**config.mk**
```make
export PLATFORM = sky130hd
export DESIGN_NAME = boreal_ingest_sched
export DESIGN_NICKNAME = d
export VERILOG_FILES = /design/src/rtl/boreal_ingest_sched.sv
export SDC_FILE = /design/constraint.sdc
export NUM_CORES = 2
export LEC_CHECK = 0
export CORE_AREA = 3 3 628 630
export DETAILED_ROUTE_END_ITERATION = 10
export DIE_AREA = 0 0 631 633
export REMOVE_ABC_BUFFERS = 1
export SKIP_LAST_GASP = 1
export SLEW_MARGIN = 10
export SYNTH_ARGS = -nofsm -noshare
export SYNTH_HDL_FRONTEND = slang
export SYNTH_SLANG_ARGS = --single-unit
```
**constraint.sdc**
```tcl
create_clock -name rd_clk -period 1.95 [get_ports rd_clk]
set_input_delay 0.39 -clock rd_clk [delete_from_list [all_inputs] [get_ports rd_clk]]
set_output_delay 0.39 -clock rd_clk [all_outputs]
set_load 0.05 [all_outputs]
```
**src/rtl/boreal_ingest_sched.sv**
```systemverilog
// boreal_ingest_sched
// Read-side frame scheduler for the SPI ingestion path (100 MHz system domain).
// Pops payloads from the dual-clock FIFO read port, presents each one downstream
// over valid/ready with a wrapping sequence tag, supervises downstream stalls,
// supports a bulk flush, and keeps saturating delivered/dropped frame counters.
//
// Ports:
//   rd_clk, rd_rst_n        clock, synchronous active-low reset
//   enable                  level; permits new pops in RUN
//   flush_req               pulse; discard held frame and everything queued
//   clr_err                 pulse; clears stall_err (a same-cycle set wins)
//   fifo_empty, fifo_dout   FIFO read-side status and head word
//   fifo_rd_en              FIFO pop (combinational)
//   m_valid, m_ready        output handshake
//   m_data, m_seq           output payload and its sequence tag
//   busy                    state != IDLE or a frame is held
//   flush_done              one-cycle pulse when a flush completes
//   stall_err               sticky downstream stall flag
//   frame_cnt, drop_cnt     saturating delivered / discarded frame counters
module boreal_ingest_sched #(
    parameter int unsigned DATA_WIDTH    = 792,
    parameter int unsigned SEQ_WIDTH     = 8,
    parameter int unsigned CNT_WIDTH     = 16,
    parameter int unsigned STALL_LIMIT   = 1024,
    parameter bit          DROP_ON_STALL = 1'b1
) (
    input  logic                  rd_clk,
    input  logic                  rd_rst_n,
    input  logic                  enable,
    input  logic                  flush_req,
    input  logic                  clr_err,
    input  logic                  fifo_empty,
    input  logic [DATA_WIDTH-1:0] fifo_dout,
    output logic                  fifo_rd_en,
    output logic                  m_valid,
    input  logic                  m_ready,
    output logic [DATA_WIDTH-1:0] m_data,
    output logic [SEQ_WIDTH-1:0]  m_seq,
    output logic                  busy,
    output logic                  flush_done,
    output logic                  stall_err,
    output logic [CNT_WIDTH-1:0]  frame_cnt,
    output logic [CNT_WIDTH-1:0]  drop_cnt
);

    localparam int unsigned          STALL_W   = (STALL_LIMIT > 1) ? $clog2(STALL_LIMIT) : 1;
    localparam logic [STALL_W-1:0]   STALL_MAX = STALL_W'(STALL_LIMIT - 1);

    typedef enum logic [1:0] {IDLE, RUN, FLUSH} state_t;

    state_t               state, state_nxt;
    logic [SEQ_WIDTH-1:0] seq_cnt;
    logic [STALL_W-1:0]   stall_cnt;

    logic flush_start;   // flush_req accepted this cycle (ignored while flushing)
    logic load;          // pop FIFO head into the output register
    logic xfer;          // downstream transfer
    logic stalled;       // held frame not accepted this cycle
    logic stall_hit;     // stalled in the stall-limit cycle
    logic flush_pop;     // FIFO word discarded by an ongoing flush
    logic drop_evt;      // at most one drop source can be active per cycle

    always_comb begin
        state_nxt   = state;
        fifo_rd_en  = 1'b0;
        flush_done  = 1'b0;
        load        = 1'b0;
        flush_start = flush_req && (state != FLUSH);

        case (state)
            IDLE: begin
                if (enable) state_nxt = RUN;
            end
            RUN: begin
                load       = !fifo_empty && (!m_valid || m_ready);
                fifo_rd_en = load;
                if (!enable) state_nxt = IDLE;
            end
            FLUSH: begin
                fifo_rd_en = !fifo_empty;
                if (fifo_empty) begin
                    flush_done = 1'b1;
                    state_nxt  = IDLE;
                end
            end
            default: state_nxt = IDLE;
        endcase

        // A flush request overrides any pop, transfer or stall in its cycle.
        if (flush_start) begin
            state_nxt  = FLUSH;
            load       = 1'b0;
            fifo_rd_en = 1'b0;
        end

        xfer      = m_valid && m_ready && !flush_start;
        stalled   = m_valid && !m_ready && !flush_start;
        stall_hit = stalled && (stall_cnt == STALL_MAX);
        flush_pop = (state == FLUSH) && fifo_rd_en;
        drop_evt  = (flush_start && m_valid) || (stall_hit && DROP_ON_STALL) || flush_pop;
    end

    assign busy = (state != IDLE) || m_valid;

    always_ff @(posedge rd_clk) begin
        if (!rd_rst_n) begin
            state     <= IDLE;
            m_valid   <= 1'b0;
            m_data    <= '0;
            m_seq     <= '0;
            seq_cnt   <= '0;
            stall_cnt <= '0;
            stall_err <= 1'b0;
            frame_cnt <= '0;
            drop_cnt  <= '0;
        end else begin
            state <= state_nxt;

            if (load) begin
                m_valid <= 1'b1;
                m_data  <= fifo_dout;
                m_seq   <= seq_cnt;
            end else if (!stalled || (stall_hit && DROP_ON_STALL)) begin
                m_valid <= 1'b0;
            end

            // Flushed words still consume tags so downstream sees the gap.
            if (load || flush_pop) seq_cnt <= seq_cnt + SEQ_WIDTH'(1);

            // Without dropping, the counter parks at the limit; the flag is sticky anyway.
            if (!stalled || (stall_hit && DROP_ON_STALL)) stall_cnt <= '0;
            else if (!stall_hit)                          stall_cnt <= stall_cnt + STALL_W'(1);

            if (stall_hit)    stall_err <= 1'b1;
            else if (clr_err) stall_err <= 1'b0;

            if (xfer && (frame_cnt != '1))     frame_cnt <= frame_cnt + CNT_WIDTH'(1);
            if (drop_evt && (drop_cnt != '1))  drop_cnt  <= drop_cnt + CNT_WIDTH'(1);
        end
    end

endmodule

```
==> metrics.md <==
| Metric | Value |
|---|---|
| Status | finished with violations |
| Failing checks | negative setup slack |
| Sw Share | 28.0% |
| FILL cells | 43789 |
| Final non-filler cell total | 11327 |
| Drt via density | 3.27 |
| Crit path time final | 2440 ps |
| Starting DRC count in detailed routing | 2667 |
| Post-synthesis sequential area ratio | 57.1% |
| Clock latency on the worst-skew pair | 880 ps |
| Nets | 6775 |
| VDD IR max | 705 uV |
| Comb pwr share | 13.8% |
| CP cell instances | buf_4 -> ha_4 -> buf_4 -> buf_6 -> nor2b_4 -> nor2_4 -> and3_4 -> clkbuf_16 -> buf_12 -> clkbuf_16 -> clkbuf_16 -> nand2_1 -> a21oi_1 |
| Vias | 37039 |
| Wire per inst | 30.7 um |
| DRC viols | 0 |
| Seq. cell area | 17100 um2 |
| RSZ-0062 raised after global routing | yes |
| WHS Path Cells | 3 |
| Period utilization | 125% |
| CP startpoint kind | flip-flop |
| Main synth FF type | dfxtp_1 |
| First-pass GRT wire length | 410000 um |
| Most used cell, CP | clkbuf_16 |
| CTS clk-pin slew, worst paths | 60 ps |
| Top post-synthesis cells by area | dfxtp_1, nand2_1, a21oi_1 |
| P per Cell Area | 751 nW/um2 |
| Clock share of power | 49.2% |
| Final setup vio count | 841 |
| Fmax | 410 MHz |
| Post-synth top area share | 57.1% |
| Inst Count DP | 10536 |
| Root Buffer | clkbuf_16 |
| Worst Hold Path EP | m_data[193] |
| R2r startpoint | state[1] |
| Slew @ Worst Pin | 516 ps |
| Synth Cell Area | 30000 um2 |
| Total track usage | 16.1% |
| HP Class | input port to flip-flop |
| 1st-pass router iterations | 7 |
| Post-route cell area | 64600 um2 |
| Rows | 229 |
| Distinct cells, synth | 50 |
| R2R Setup Slk | -490 ps |
| I/O pin cnt | 1636 |
| Dpl hpwl | 289000 um |
| Die height | 633 um |
| Max clock buf depth | 4 |
| Die width | 631 um |
| Commonest non-fill, non-tap cell in the layout | nand2_1 |
| Leakage Power | 23.7 nW |
| Hold Startpoint | fifo_dout[193] |
| Syn avg cell area | 7.91 um2 |
| TritonCTS clock tree | built |
| Layout cells sized above 1 | 26.5% |
| Most frequent cells in the layout | nand2_1, buf_4, dfxtp_1, clkdlybuf4s50_1, a21oi_1 |
| Ys Warns | 0 |
| Seq cells post-synth | 854 |
| Post-Syn Instances | 3786 |
| I/O Buffers | 1635 |
| ANT nets after route | 0 |
| Worst-path fanout max | 6 |
| Cell-internal power | 0.0349 W |
| H-tree depth | 3 |
| Crit. End Element | flip-flop |
| Setup Skew | 55.6 ps |
| Clk sink count | 854 |
| CP Class | flip-flop to flip-flop |
| Initial antenna violation count | 242 |
| Largest net degree at the start of global routing | 94 |
| Req. time, crit path | 2710 ps |
| Asr flop ratio synth | 0% |
| Routability-driven placement congestion ratio | 0.955 |
| Sequential Power Share | 36.9% |
| Worst setup margin | -487 ps |
| Inserted Clock Buffers | 118 |
| Placement Setup Slack | -619 ps |
| Grt ovf | 0 |
| Routed Wire Length | 348000 um |
| Post-synth EDFFs | 0 |
| Die Area | 399000 um2 |
| Slowest cell on crit path | dfxtp_2 |
| Worst reg2reg endpoint | m_data[54] |
| Area of the multi-input gates | 12700 um2 |
| Layout area overhead | 116% |
| Starting Density | 7.70% |
| Placed Area | 52600 um2 |
| Max transition margin | 65.4% |
| Sw Pwr | 0.0136 W |
| Max incr delay on CP | 320 ps |
| Final Hold Fails | 0 |
| Post-synth top area cell | dfxtp_1 |
| Area of the core | 389000 um2 |
| WP data arrival | 3200 ps |
| Slew Limit Fails | 0 |
| FF-to-FF path depth | 13 |
| Vias in the first global route | 34823 |
| Number of max-cap violations | 0 |
| Final setup TNS | -249530 ps |
flip-flops by register name, summed over array words and instances, names as in the netlist:
register and count:
seq_cnt 8, m_valid 1, state 2, stall_cnt 10
stall_err 1, frame_cnt 16, m_data 792, drop_cnt 16
m_seq 8
cell type report:
class	count	area share, %
inverters	9	0.0717
flip-flops and latches	854	26.5
clock inverters	72	1.49
clock buffers	144	4.97
multi-input cells	2644	19.6
well taps	5197	10.1
diodes	65	0.252
repair buffers	2342	37.1
cell families (layout without fill, tap and decap cells):
family | count (synthesis) | in the layout | synth area share (%)
AND/OR/NAND/NOR | 1746 | 1746 | 22.8
AO/OA/AOI/OAI | 859 | 859 | 14.6
flip-flops | 854 | 854 | 57.1
buffers and inverters | 288 | 2567 | 4.21
XOR/XNOR | 24 | 24 | 0.702
multiplexers | 8 | 8 | 0.267
adder cells (fa/ha/maj) | 7 | 7 | 0.292
other | 0 | 65 | 0
metrics by stage:
step	util, %	hold slack, ps	total power (W)
detailed placement	13.5	440	0.0236
global route	16.6	40.4	0.0502
finish	16.6	88.2	0.0485
CTS	15.9	0.250	0.0491
global placement	13.5	430	0.0236
floorplan	-	418	0.0203
critical path: cells and delay by family, from the launching register on:
kind	cells	cell delay, ps
buffers and inverters	7	1090
adders and majority gates	1	160
DFF	1	320
AOI/OAI and AO/OA	1	90
and+or+nand+nor	4	620
power groups by stage:
stage | clock (W) | sequential (W) | combinational [W]
after floorplan | 0 | 0.0192 | 0.00112
after global placement | 0 | 0.0183 | 0.00527
after detailed placement | 0 | 0.0183 | 0.00527
after CTS | 0.0247 | 0.0179 | 0.00642
after global routing | 0.0252 | 0.0179 | 0.00705
final | 0.0239 | 0.0179 | 0.00671
worst max-delay path by stage:
| stage | startpoint | end | slack (ps) | cells past startpoint |
|---|---|---|---|---|
| 2_1_floorplan | state[0] | m_valid | -15270 | 6 |
| 3_3_place_gp | flush_req | m_data[703] | -600 | 9 |
| 3_5_place_dp | flush_req | m_data[768] | -620 | 9 |
| 4_1_cts | state[1] | fifo_rd_en | -610 | 7 |
| 5_1_grt | state[1] | fifo_rd_en | -580 | 7 |
| 6_report | state[1] | m_data[54] | -490 | 13 |
per-layer routing:
layer,up-vias,part of all wire [%],track usage [%]
li1,16787,-,-
met1,17417,32,15.3
met2,2081,47,26.5
met3,710,15,10.9
met4,44,6.0,8.20
met5,-,0.091,0
synth_stat cells, drive strengths merged (2+ instances only):
cell type,count
nor4b,2
nor3,5
o2111ai,3
a211oi,6
o31ai,2
nand2b,14
ha,7
or2,2
buf,138
a31oi,2
and2,3
o41ai,2
nand4,9
clkbuf,141
o21ai,11
or4,3
nor4,5
inv,8
nand2,1628
nor2,35
xnor2,11
and3,8
nand3,18
or3,9
o211ai,5
and4,3
xor2,13
a21oi,821
dfxtp,854
mux2i,8
what timing repair did:
| action | 4_1_cts | 5_1_grt |
|---|---|---|
| cloned | 37 | 39 |
| endpoints found under the setup margin | 1349 | 1144 |
| pin swaps | 22 | 63 |
| hold buffers | 344 | 0 |
| hold endpoints to repair | 344 | 0 |
| buffers inserted | 45 | 63 |
| resized for setup | 641 | 310 |
No activity file was read; power rests on OpenSTA's default activity.
